File: src/rtl/mem_bist_pkg.sv
// Shared types and the March C- element table for the memory BIST initiator.
package mem_bist_pkg;

  typedef enum logic [1:0] {IDLE, RUN, DONE} state_t;
  typedef enum logic {OP_R, OP_W} op_t;

  localparam int   NUM_ELEM = 6;
  localparam int   ELEM_W   = 3;
  localparam logic SEL_D0   = 1'b0;
  localparam logic SEL_D1   = 1'b1;

  typedef struct packed {
    logic       down;
    logic [1:0] op_cnt;
    op_t        op0;
    logic       sel0;
    op_t        op1;
    logic       sel1;
  } elem_t;

  // March C-: up(w0) up(r0,w1) up(r1,w0) down(r0,w1) down(r1,w0) up(r0)
  function automatic elem_t elem_info(input logic [ELEM_W-1:0] e);
    elem_t info;
    case (e)
      3'd0:    info = '{down: 1'b0, op_cnt: 2'd1, op0: OP_W, sel0: SEL_D0, op1: OP_R, sel1: SEL_D0};
      3'd1:    info = '{down: 1'b0, op_cnt: 2'd2, op0: OP_R, sel0: SEL_D0, op1: OP_W, sel1: SEL_D1};
      3'd2:    info = '{down: 1'b0, op_cnt: 2'd2, op0: OP_R, sel0: SEL_D1, op1: OP_W, sel1: SEL_D0};
      3'd3:    info = '{down: 1'b1, op_cnt: 2'd2, op0: OP_R, sel0: SEL_D0, op1: OP_W, sel1: SEL_D1};
      3'd4:    info = '{down: 1'b1, op_cnt: 2'd2, op0: OP_R, sel0: SEL_D1, op1: OP_W, sel1: SEL_D0};
      default: info = '{down: 1'b0, op_cnt: 2'd1, op0: OP_R, sel0: SEL_D0, op1: OP_R, sel1: SEL_D0};
    endcase
    return info;
  endfunction

endpackage

File: src/rtl/mem_bist_addr_gen.sv
// Up/down address counter for the march walk: load-to-start, step, last-address flag.
module mem_bist_addr_gen
  import mem_bist_pkg::*;
#(
  parameter int ADDR_W = 4
) (
  input  logic              clk,
  input  logic              rst,
  input  logic              load,
  input  logic              load_down,
  input  logic              step,
  input  logic              down,
  output logic [ADDR_W-1:0] addr,
  output logic              last
);

  // NOTE: sequential state is assigned with <= so every flop samples pre-edge values.
  always_ff @(posedge clk or negedge rst) begin
    if (!rst) begin
      addr <= '0;
    end else if (load) begin
      addr <= load_down ? '1 : '0;
    end else if (step) begin
      addr <= down ? addr - ADDR_W'(1) : addr + ADDR_W'(1);
    end
  end

  // Terminal address is an explicit compare, never a wrap of the counter.
  assign last = down ? (addr == '0) : (addr == '1);

endmodule

File: src/rtl/mem_march_bist.sv
// March C- BIST initiator for one synchronous-write, combinational-read memory port.
module mem_march_bist
  import mem_bist_pkg::*;
#(
  parameter int               WIDTH  = 8,
  parameter int               ADDR_W = 4,
  parameter logic [WIDTH-1:0] BG     = {WIDTH{1'b0}}
) (
  input  logic              clk,
  input  logic              rst,
  input  logic              start,
  output logic              busy,
  output logic              done,
  output logic              fail,
  output logic [7:0]        err_cnt,
  output logic [2:0]        fail_elem,
  output logic [ADDR_W-1:0] fail_addr,
  output logic [WIDTH-1:0]  fail_exp,
  output logic [WIDTH-1:0]  fail_got,
  output logic              mem_we,
  output logic [ADDR_W-1:0] mem_addr,
  output logic [WIDTH-1:0]  mem_wdata,
  input  logic [WIDTH-1:0]  mem_rdata
);

  state_t            state, state_n;
  logic [ELEM_W-1:0] elem, elem_n;
  logic              phase, phase_n;
  logic              ag_load, ag_load_down, ag_step, ag_last;
  logic              we_n, clear, mismatch;
  logic [WIDTH-1:0]  wdata_n, exp_data;
  elem_t             cur, nxt;
  op_t               cur_op, nxt_op;

  mem_bist_addr_gen #(.ADDR_W(ADDR_W)) u_addr_gen (
    .clk       (clk),
    .rst       (rst),
    .load      (ag_load),
    .load_down (ag_load_down),
    .step      (ag_step),
    .down      (cur.down),
    .addr      (mem_addr),
    .last      (ag_last)
  );

  // NOTE: every signal written here gets a default first, so no latch is inferred.
  always_comb begin
    state_n      = state;
    elem_n       = elem;
    phase_n      = phase;
    ag_load      = 1'b0;
    ag_load_down = 1'b0;
    ag_step      = 1'b0;
    clear        = 1'b0;
    we_n         = 1'b0;
    wdata_n      = '0;
    cur          = elem_info(elem);
    cur_op       = phase ? cur.op1 : cur.op0;
    exp_data     = (phase ? cur.sel1 : cur.sel0) ? ~BG : BG;
    mismatch     = (state == RUN) && (cur_op == OP_R) && (mem_rdata != exp_data);

    case (state)
      RUN: begin
        if ((cur.op_cnt == 2'd2) && !phase) begin
          phase_n = 1'b1;
        end else if (!ag_last) begin
          phase_n = 1'b0;
          ag_step = 1'b1;
        end else if (elem != ELEM_W'(NUM_ELEM - 1)) begin
          elem_n       = elem + ELEM_W'(1);
          phase_n      = 1'b0;
          ag_load      = 1'b1;
          ag_load_down = elem_info(elem_n).down;
        end else begin
          state_n = DONE;
        end
      end
      default: begin
        if (start) begin
          state_n = RUN;
          elem_n  = '0;
          phase_n = 1'b0;
          ag_load = 1'b1;
          clear   = 1'b1;
        end
      end
    endcase

    // Port signals are registered from the upcoming op so they line up with its cycle.
    nxt    = elem_info(elem_n);
    nxt_op = phase_n ? nxt.op1 : nxt.op0;
    if ((state_n == RUN) && (nxt_op == OP_W)) begin
      we_n    = 1'b1;
      wdata_n = (phase_n ? nxt.sel1 : nxt.sel0) ? ~BG : BG;
    end
  end

  always_ff @(posedge clk or negedge rst) begin
    if (!rst) begin
      state     <= IDLE;
      elem      <= '0;
      phase     <= 1'b0;
      busy      <= 1'b0;
      done      <= 1'b0;
      mem_we    <= 1'b0;
      mem_wdata <= '0;
      fail      <= 1'b0;
      err_cnt   <= '0;
      fail_elem <= '0;
      fail_addr <= '0;
      fail_exp  <= '0;
      fail_got  <= '0;
    end else begin
      state     <= state_n;
      elem      <= elem_n;
      phase     <= phase_n;
      busy      <= (state_n == RUN);
      done      <= (state_n == DONE);
      mem_we    <= we_n;
      mem_wdata <= wdata_n;
      if (clear) begin
        fail      <= 1'b0;
        err_cnt   <= '0;
        fail_elem <= '0;
        fail_addr <= '0;
        fail_exp  <= '0;
        fail_got  <= '0;
      end else if (mismatch) begin
        fail <= 1'b1;
        if (err_cnt != 8'hFF) err_cnt <= err_cnt + 8'd1;
        if (!fail) begin
          fail_elem <= elem;
          fail_addr <= mem_addr;
          fail_exp  <= exp_data;
          fail_got  <= mem_rdata;
        end
      end
    end
  end

endmodule

File: config.mk
export PLATFORM = sky130hd
export DESIGN_NAME = mem_march_bist
export DESIGN_NICKNAME = d
export VERILOG_FILES = /design/src/rtl/mem_bist_pkg.sv /design/src/rtl/mem_bist_addr_gen.sv /design/src/rtl/mem_march_bist.sv
export SDC_FILE = /design/constraint.sdc
export NUM_CORES = 1
export LEC_CHECK = 0
export BUFFER_PORTS_ARGS = -buffer_cell sky130_fd_sc_hd__clkbuf_2
export CAP_MARGIN = 10
export CORE_MARGIN = 4
export CORE_UTILIZATION = 53
export DETAILED_ROUTE_END_ITERATION = 8
export PLACE_DENSITY = 0.8
export SYNTH_ARGS = -nofsm -noshare
export SYNTH_HDL_FRONTEND = slang
export SYNTH_HIERARCHICAL = 1
export SYNTH_SLANG_ARGS = --single-unit
File: constraint.sdc
create_clock -name clk -period 3.8 [get_ports clk]
set_input_delay 0.76 -clock clk [delete_from_list [all_inputs] [get_ports clk]]
set_output_delay 0.76 -clock clk [all_outputs]
set_load 0.01 [all_outputs]
# == Word-level counts from Yosys, hierarchy flattened ==
# Index checks and enable logic that the tools add are counted.
# word_totals
mem_count,0
mem_bits_rw,0
word_cells,115
latchBits,0
mem_bits_ro,0
register_bits,53
output_inout_bits,47
# op_classes
mul,0
n_reduce_logical,14
order_cmp,0
addsub,4
div,0
bitwise,1
n_mux,61
eq_ne,21
n_shift,0
# ops
cell,n
two-way mux 8 bit,12
one-hot mux 7 bit (5 select lines),2
two-way mux 4 bit,7
two-way mux 1 bit,26
two-way mux 3 bit,8
one-hot mux 4 bit (5 select lines),1
equality test 3 x 2 -> 1 bit (second input constant),6
two-way mux 2 bit,5
equality test 3 x 1 -> 1 bit (second input constant),3
equality test 3 bit (second input constant),3
logical NOT 3 bit,3
adder 8 x 1 -> 8 bit (second input constant),1
inequality test 8 bit,1
inequality test 8 bit (second input constant),1
nonzero test 2 bit,3
adder 4 x 1 -> 4 bit (second input constant),1
equality test 2 x 1 -> 1 bit (second input constant),2
equality test 2 bit (second input constant),2
equality test 4 bit (second input constant),1
logical AND 1 bit,4
logical NOT 4 bit,1
AND reduction 2 bit,2
subtractor 4 x 1 -> 4 bit (second input constant),1
adder 3 x 1 -> 3 bit (second input constant),1
other kinds (4),4

# == Longest topological paths before layout ==
# Gate-level depths: netlist of the first run.
# depth
depth_word,11
ltp_mapped,13

# == Cells and area by module ==
# The synthesis of the first run kept the hierarchy.
# by_module_without_submodules
mod,n_inst,cells_each,area_per_inst_um2
mem_march_bist,1,216,1908.1
mem_bist_addr_gen,1,38,349.1

# == Least setup slack after synthesis of the first run ==
# No wires, ideal clock.
# synth_timing
path_type,register -> register
start,register elem[0]
end,register u_addr_gen.addr[3]
setup_slack_ps,852
n_path_buf,1
setup_ps,86
path_stages_with_launch,13
t_required_ps,3714
arrival_ps,2862
cell_sequence,dfrtp_1 ha_1 inv_1 o21ai_0 inv_2 or4_1 o21ai_1 nand4_1 nand2_1 buf_6 and4bb_2 a2bb2oi_1 nor3_1
# synth_rtl
item,line,source
from (decl),mem_march_bist.sv:27,"logic [ELEM_W-1:0] elem, elem_n;"
from (signal assigned),mem_march_bist.sv:115,elem <= elem_n;
to (signal assigned),mem_bist_addr_gen.sv:22,addr <= load_down ? '1 : '0;
to (signal assigned),mem_bist_addr_gen.sv:24,addr <= down ? addr - ADDR_W'(1) : addr + ADDR_W'(1);
to (decl),mem_bist_addr_gen.sv:13,"output logic [ADDR_W-1:0] addr,"

==> flow_summary.toml, run 1 <==
[critical_path]
reg2reg_depth = 12
cp.arrival_ns = 3.58
cp-end-kind = "flip-flop"
cp_max_fo = 10
critPathKind = "reg -> reg"
required_ns = 4.00
startpoint_type = "flip-flop"

[timing]
setup_viol = 0
relSlewSlack_pct = 35.0
fin_crit_sh_pct = 89.1
finalSetupTns_ns = 0
skew_ns = 0.00663
rsz0062_at_grt = "false"
worst_slew_pin_slew_ns = 0.976
max_freq_ghz = 0.295
period_minus_slack_ns = 3.39
hold_viol_final = 0
worst_slack_ns = 0.413
slew_viol_final = 0

[synth]
synth_nets = 275
syn_area_um2 = 2260
ys_warn_count = 6
synth_area_per_cell_um2 = 8.89
ys_types = 45
seq_area_frac_synth_pct = 43.2
netlist_instances = 254
ys_seq_elements = 39
synth_edf_count = 0
synth_flop_cell = "dfrtp_1"
synthArstFlopShare_pct = 100

[power]
p_sw_share_pct = 45.9
p_sw_w = 0.00104
power_frac_clock_pct = 12.1
combPwrFrac_pct = 53.5
p_per_area_nw_per_um2 = 885
leakagePower_nw = 1.25
seq_power_share_pct = 34.4
p_int_w = 0.00122
vdd_drop_max_mv = 0.395

[floorplan]
dieArea_um2 = 5370
num_io_pins = 58
rows = 23
die_x_um = 73.3
coreArea_um2 = 4060
start_util_pct = 55.6
die_h_um = 73.3

[clock_network]
hold_buffers = 0
cts_tree = "done"
clk_latency_ns = 0.29
clk_pin_slew_ns = 0.08
cts_buffers = 5
cts_buffer_depth = 2
h-tree-depth = 2
cts.sinks = 39
root_buffer = "clkbuf_8"

[final_layout]
drive_above_1_share_pct = 25.0
fin_cells = 346
n_antenna_cell = 0
syn2layout_area_growth_pct = 13.1
post-route-util_pct = 62.9
fin_nets = 316
fin_area_um2 = 2550
fillerInstances = 357

[grt]
antenna_found_initial = 0
grt_pass1_vias = 1764
track_usage_pct = 19.6
overflow = 0
busiest_layer = "met2"
grt.met3_usage_pct = 4.10
grt_pass1_wl_mm = 8.27
grt_use_met2_pct = 31.7
grt_max_degree = 40
grt_use_met1_pct = 26.6

[drt]
totalWireLength_mm = 4.91
ant_nets = 0
drtIter0Drc = 123
drt-vias-per-instance = 5.60
first_pass_iters = 4
drc_errors = 0
vias = 1939
post_drt_wl_per_cell_um = 14.2

[flow_run]
cap_violations = 0

[place]
dp_slack_ns = 0.405
portBuffers = 57
dp.cells = 338
place_congestion = 0.790
dpl_cell_area_um2 = 2470
dp_hpwl_mm = 3.51

[min_path]
hold_class = "reg -> reg"
hold_depth = 1

[outcome]
outcome = "complete, no violations"
## registers in the layout, summed over array words and instances, names as in the netlist, 2 cells and up
signal and cells:
fail_addr 4, elem 3, u_addr_gen/addr 4, err_cnt 8, state 2, fail_elem 3, fail_got 8
## cell type report
class	instances	area (µm²)	area share, %
multi-input combinational	179	1090	42.7
sequential	39	976	38.2
timing repair buffer	59	300	11.8
clock buffer	5	68.8	2.69
tap	50	62.6	2.45
inverter	11	41.3	1.62
clock inverter	3	15.0	0.588
## logic make-up (layout without fill, tap and decap cells)
| family | after synthesis | after routing | share of synthesized area, % |
|---|---|---|---|
| muxes | 5 | 5 | 2.22 |
| DFF | 39 | 39 | 43.2 |
| adders and majority gates | 10 | 10 | 5.88 |
| buffers and inverters | 36 | 78 | 8.76 |
| xor gates and xnor gates | 2 | 2 | 0.776 |
| AOI/OAI and AO/OA | 56 | 56 | 16.1 |
| and+or+nand+nor | 106 | 106 | 23.0 |
## metal layers
| layer | part of all wire, % | routed length (µm) |
|---|---|---|
| met1 | 46 | 2240 |
| met2 | 48 | 2380 |
| met3 | 5.3 | 260 |
| met4 | 0.81 | 40 |
| met5 | 0 | 0 |
## power by group through the flow
stage	Sequential (W)	Combinational [W]	Clock, W
2_1_floorplan	0.000803	0.000868	0
3_3_place_gp	0.000775	0.00116	0
3_5_place_dp	0.000784	0.00119	0
4_1_cts	0.000777	0.00121	0.000280
5_1_grt	0.000807	0.00135	0.000300
6_report	0.000778	0.00121	0.000273
## final timing paths
check / slack, ns / to / start
min in group asynchronous: 0.62 / elem[1] / rst
worst max-delay path: 0.41 / u_addr_gen/addr[3] / elem[0]
max in group asynchronous: 2.59 / phase / rst
worst max register to register: 0.41 / u_addr_gen/addr[3] / elem[0]
worst min-delay path: 0.51 / err_cnt[5] / err_cnt[5]
worst min register to register: 0.51 / err_cnt[5] / err_cnt[5]
## Yosys cell counts, drive strengths merged (2+ instances only)
master | number | area share [%]
o41ai | 2 | 0.78
dfrtp | 39 | 43
o21ai | 23 | 5.1
a21oi | 5 | 1.1
nand3 | 5 | 1.1
nor3 | 6 | 1.3
nand2 | 48 | 8.0
nor2 | 14 | 2.3
nor4 | 4 | 1.1
nand2b | 3 | 0.83
or4 | 4 | 1.3
nand3b | 2 | 0.66
inv | 11 | 1.8
or2 | 2 | 0.55
mux2i | 5 | 2.2
ha | 9 | 5.0
a21o | 4 | 1.3
nand4 | 6 | 1.7
or3 | 4 | 1.1
and3 | 2 | 0.78
o211ai | 5 | 1.7
clkbuf | 9 | 1.6
xor2 | 2 | 0.78
o21a | 3 | 1.0
o31ai | 6 | 2.0
nor2b | 2 | 0.55
nand4b | 2 | 0.78
buf | 16 | 5.4
## layout by cell type (no fill, tap or decap), types with 3 or more instances in the layout
master | synthesis | final
a21o_1 | 4 | 4
a21oi_1 | 5 | 5
clkbuf_2 | 1 | 57
clkbuf_8 | 0 | 5
clkinv_2 | 0 | 3
dfrtp_1 | 39 | 39
ha_1 | 9 | 9
inv_1 | 10 | 10
mux2i_1 | 5 | 5
nand2_1 | 48 | 48
nand2b_1 | 3 | 3
nand3_1 | 5 | 5
nand4_1 | 6 | 6
nor2_1 | 14 | 14
nor3_1 | 6 | 6
nor4_1 | 4 | 3
o211ai_1 | 5 | 5
o21a_1 | 3 | 3
o21ai_0 | 22 | 21
o31ai_1 | 6 | 6
or3_1 | 4 | 4
or4_1 | 4 | 4
## repair_timing
action                                  CTS  global route
resized for setup                         0             1
setup buffers                             0             0
endpoints found under the setup margin    0             1
## critical path, cell delays in order (launching register included)
cell,delay [ns]
dfrtp_1,0.43
inv_1,0.14
ha_1,0.27
nand2_1,0.10
o21ai_1,0.33
inv_2,0.09
or4_1,0.51
o21ai_1,0.21
nand4_1,0.23
nand2_1,0.33
and4bb_2,0.29
a2bb2oi_1,0.14
nor3_1,0.22
## stage by stage
stage	hold WS (ns)	total power (W)
final	0.513	0.00226
after global routing	0.537	0.00246
after CTS	0.518	0.00226
after detailed placement	0.507	0.00198
after global placement	0.488	0.00194
after floorplan	0.464	0.00167
No activity file was read; power rests on OpenSTA's default activity.
==> inputs of run 2 (changes only) <==
--- a/config.mk
+++ b/config.mk
@@ -8,9 +8,9 @@
 export BUFFER_PORTS_ARGS = -buffer_cell sky130_fd_sc_hd__clkbuf_2
 export CAP_MARGIN = 10
 export CORE_MARGIN = 4
-export CORE_UTILIZATION = 53
+export CORE_UTILIZATION = 50
 export DETAILED_ROUTE_END_ITERATION = 8
-export PLACE_DENSITY = 0.8
+export PLACE_DENSITY = 0.76
 export SYNTH_ARGS = -nofsm -noshare
 export SYNTH_HDL_FRONTEND = slang
 export SYNTH_HIERARCHICAL = 1
==> run 2 against run 1 <==
Effect of this change: clock skew grew 0.00068 ns; sequential cell count unchanged; global-route usage down 1.9 points; largest power group unchanged; largest cell class unchanged; non-clock buffer count is the same; setup slack improved by 0.028 ns; via count shrank 1.2%; core utilization decreased by 3.5 points; combinational power about the same; die area grew 5.3%; maximum frequency rose by 0.83%; power is 2.7% higher.
==> flow_summary.toml, run 2 (synthesis gave the netlist of run 1 again) <==
[clock_network]
clk_pin_slew_ns = 0.08
clk_latency_ns = 0.29
root_buffer = "clkbuf_8"
cts_tree = "done"
cts_buffer_depth = 2
cts_buffers = 5
h-tree-depth = 2
post_cts_buffers = 0
cts.sinks = 39

[critical_path]
critical_path_depth = 12
cp_max_fo = 10
cp_top_family = "simple AND/OR/NAND/NOR gates"
critPathKind = "reg -> reg"
slowest_stage = "or4_1"
cp-startpoint = "elem[0]"
startpoint_type = "flip-flop"
required_ns = 4.01
cp_num_buf_inv = 2
reg2reg_depth = 12
critPathMaxStageDelay_ns = 0.51
path_cells = "inv_1, ha_1, nand2_1, o21ai_1, inv_2, or4_1, o21ai_1, nand4_1, nand2_1, and4bb_2, a2bb2oi_1, nor3_1"
cp-end-kind = "flip-flop"
rr_startpoint = "elem[0]"
cp.arrival_ns = 3.57

[min_path]
hold_depth = 1
hold_start = "err_cnt[5]"
hold_class = "reg -> reg"

[timing]
setup_viol = 0
rsz0062_at_grt = "false"
finalSetupTns_ns = 0
fin_crit_sh_pct = 88.4
relSlewSlack_pct = 35.9
hold_viol_final = 0
slew_viol_final = 0
skew_ns = 0.00730
max_freq_ghz = 0.298
worst_slew_pin_slew_ns = 0.962
period_minus_slack_ns = 3.36

[drt]
drc_errors = 0
post_drt_wl_per_cell_um = 13.5
ant_nets = 0
drt-vias-per-instance = 5.51
drtIter0Drc = 135
vias = 1916
totalWireLength_mm = 4.71
first_pass_iters = 4

[grt]
track_usage_pct = 17.7
grt_max_degree = 40
antenna_found_initial = 0
grt_pass1_wl_mm = 7.81
grt_pass1_vias = 1723
overflow = 0

[final_layout]
post-route-util_pct = 59.5
seqCellArea_um2 = 976
largestRegisters = "err_cnt: 8 flops, fail_got: 8 flops"
fin_nets = 316
fillerInstances = 372
layout_commonest_cell = "clkbuf_2"
n_antenna_cell = 0
multi_input_area_um2 = 1090
syn2layout_area_growth_pct = 14.7
final_cell_mix = "57 x clkbuf_2, 48 x nand2_1, 39 x dfrtp_1"
drive_above_1_share_pct = 25.0

[floorplan]
die_h_um = 75.2
die_x_um = 75.2
dieArea_um2 = 5650
coreArea_um2 = 4350
num_io_pins = 58
start_util_pct = 51.8
rows = 24

[flow_run]
cap_violations = 0

[power]
leakagePower_nw = 1.26
fin_total_pwr_w = 0.00232
p_per_area_nw_per_um2 = 896
vdd_drop_max_mv = 0.359

[place]
place_congestion = 0.886
dp_hpwl_mm = 3.44
portBuffers = 57

[outcome]
outcome = "complete, no violations"
==> run 2: cell type report <==
class                   instances  area share, %
multi-input cells             179           42.1
flip-flops and latches         39           37.7
repair buffers                 59           11.6
clock buffers                   6           3.19
well taps                      52           2.51
inverters                      11           1.59
clock inverters                 2           1.35
==> run 2: final timing paths <==
check / to / slack, ns
worst min-delay path: err_cnt[5] / 0.50
max in group asynchronous: fail_addr[1] / 2.60
worst max register to register: u_addr_gen/addr[3] / 0.44
worst min register to register: err_cnt[5] / 0.50
min in group asynchronous: err_cnt[7] / 0.61
worst max-delay path: u_addr_gen/addr[3] / 0.44
==> run 2: per-layer routing <==
metal / track usage, % / share of wire (%) / wire length, µm
met2: 26.6 / 46 / 2170
met4: 5.83 / 1.1 / 53
met3: 5.34 / 7.3 / 343
met5: 0 / 0 / 0
met1: 24.6 / 46 / 2140
==> run 2: per-stage QoR <==
stage	worst slack [ns]	hold WS (ns)	instance area, µm²	std cells
after floorplan	0.852	0.464	2260	254
after global placement	0.546	0.485	2470	340
final	0.440	0.501	2590	348
after detailed placement	0.375	0.497	2470	340
after CTS	0.346	0.508	2590	348
after global routing	0.0951	0.528	2590	348
==> run 2: what timing repair did <==
action / 4_1_cts / 5_1_grt
gates resized for setup: 0 / 1
hold buffers: 0 / 0
endpoints found under the hold margin: 0 / 0
endpoints found under the setup margin: 0 / 1
==> run 2: report_power, final <==
group          leakage [nW]  switching (W)  internal, W
logic                 0.711       0.000690     0.000501
clock network        0.0612       0.000142     0.000212
registers             0.489       0.000183     0.000592
==> inputs of run 3 (changes only) <==
--- a/config.mk
+++ b/config.mk
@@ -9,6 +9,7 @@
 export CAP_MARGIN = 10
 export CORE_MARGIN = 4
 export CORE_UTILIZATION = 50
+export CTS_CLUSTER_DIAMETER = 50
 export DETAILED_ROUTE_END_ITERATION = 8
 export PLACE_DENSITY = 0.76
 export SYNTH_ARGS = -nofsm -noshare
==> constraint.sdc (replaced) <==
create_clock -name clk -period 4 [get_ports clk]
set_input_delay 0.8 -clock clk [delete_from_list [all_inputs] [get_ports clk]]
set_output_delay 0.8 -clock clk [all_outputs]
set_load 0.01 [all_outputs]
==> run 3 against run 2 <==
Effect of this change: highest routed layer unchanged; combinational power down 5%; maximum frequency down 4.4%; largest cell class unchanged; register-to-register slack better by 0.04 ns; sequential power down 5.2%; non-clock buffer count unchanged; sequential cell count unchanged.
==> flow_summary.toml, run 3 (synthesis gave the netlist of run 1 again) <==
[timing]
hold_viol_final = 0
fin_crit_sh_pct = 87.9
finalSetupTns_ns = 0
worst_slack_ns = 0.485
rsz0062_at_grt = "false"
skew_ns = 0.00603
slew_viol_final = 0
max_freq_ghz = 0.284
whs_ns = 0.503
relSlewSlack_pct = 35.0
setup_viol = 0
period_minus_slack_ns = 3.52
worst_slew_pin_slew_ns = 0.975

[drt]
drc_errors = 0
first_pass_iters = 4
vias = 1902
drtIter0Drc = 198
post_drt_wl_per_cell_um = 13.5
totalWireLength_mm = 4.72
ant_nets = 0
drt-vias-per-instance = 5.47

[critical_path]
reg2reg_depth = 11
critPathKind = "reg -> reg"
rr_startpoint = "elem[0]"
cp.arrival_ns = 3.72
cp-end-kind = "flip-flop"
reg2reg_to = "u_addr_gen/addr[3]"
startpoint_type = "flip-flop"
required_ns = 4.20
cp_max_fo = 10
r2r_setup_slack_ns = 0.48

[floorplan]
num_io_pins = 58
rows = 24
dieArea_um2 = 5650
die_x_um = 75.2
die_h_um = 75.2
coreArea_um2 = 4350
start_util_pct = 51.8

[outcome]
outcome = "complete, no violations"

[final_layout]
fin_cells = 348
fin_area_um2 = 2590
fin_nets = 316
drive_above_1_share_pct = 25.0
layout_commonest_cell = "clkbuf_2"
final_cell_mix = "57 x clkbuf_2, 48 x nand2_1, 39 x dfrtp_1"
largestRegisters = "err_cnt: 8 flops, fail_got: 8 flops"
n_antenna_cell = 0
syn2layout_area_growth_pct = 14.7

[grt]
track_usage_pct = 17.5
grt_pass1_vias = 1699
grt_max_degree = 40
grt_pass1_wl_mm = 7.69
overflow = 0
antenna_found_initial = 0

[power]
p_per_area_nw_per_um2 = 850
vdd_drop_max_mv = 0.356
leakagePower_nw = 1.26

[clock_network]
cts.sinks = 39
cts_resized = 0
cts_tree = "done"
clk_pin_slew_ns = 0.07
cts_buffer_depth = 2
clk_latency_ns = 0.29
h-tree-depth = 2
root_buffer = "clkbuf_8"
post_cts_buffers = 0
cts_buffers = 5
hold_buffers = 0

[place]
dp_slack_ns = 0.566
dp_hpwl_mm = 3.42
dpl_cell_area_um2 = 2470
dp.cells = 340
place_congestion = 0.886
portBuffers = 57

[min_path]
hold_start = "err_cnt[5]"
holdPathEnd = "err_cnt[5]"
hold_class = "reg -> reg"
hold_depth = 1

[flow_run]
cap_violations = 0
[run 3: cell types whose count changed in the layout (fill, tap and decap cells not counted)]
cell	delta
o21ai_0	+1
o21ai_1	-1
[run 3: how the worst max path moves through the flow]
stage	from	end	slack, ns	cells after the start
finish	elem[0]	u_addr_gen/addr[3]	0.48	11
global route	elem[0]	u_addr_gen/addr[3]	0.18	11
CTS	elem[0]	u_addr_gen/addr[3]	0.52	11
detailed placement	elem[0]	u_addr_gen/addr[3]	0.57	11
global placement	elem[0]	u_addr_gen/addr[3]	0.75	11
floorplan	elem[0]	u_addr_gen/addr[3]	1.05	12
[run 3: critical path, stage by stage (launching register included)]
cell and delay [ns]:
dfrtp_1 0.43, ha_1 0.24, inv_1 0.05, o21ai_0 0.64, inv_2 0.10, or4_1 0.52, o21ai_1 0.25, nand4_1 0.28
nand2_1 0.34, and4bb_2 0.28, a2bb2oi_1 0.14, nor3_1 0.17
[run 3: area by class of cell]
type                       count  area, µm²
timing repair buffer          59        300
clock buffer                   6       82.6
sequential                    39        976
multi-input combinational    179       1090
tap                           52       65.1
inverter                      11       41.3
clock inverter                 2       35.0
fill                         396       1760
[run 3: power breakdown]
group / switching [W] / total [W] / internal, W / leakage [nW]
sequential: 0.000173 / 0.000736 / 0.000563 / 0.489
clock: 0.000132 / 0.000334 / 0.000202 / 0.0612
combinational: 0.000656 / 0.00113 / 0.000476 / 0.711
[run 3: through the flow]
step                      power [W]  utilization (%)
after floorplan             0.00159                -
after global placement      0.00184             56.8
after detailed placement    0.00187             56.8
after CTS                   0.00222             59.5
after global routing        0.00241             59.5
final                       0.00220             59.5
[run 3: metal layers]
| layer | GRT usage [%] | part of all wire (%) | vias to the layer above |
|---|---|---|---|
| met5 | 0 | 0 | - |
| li1 | - | - | 969 |
| met2 | 26.9 | 46 | 50 |
| met3 | 4.01 | 6.9 | 5 |
| met1 | 24.3 | 46 | 878 |
| met4 | 5.83 | 1.2 | 0 |
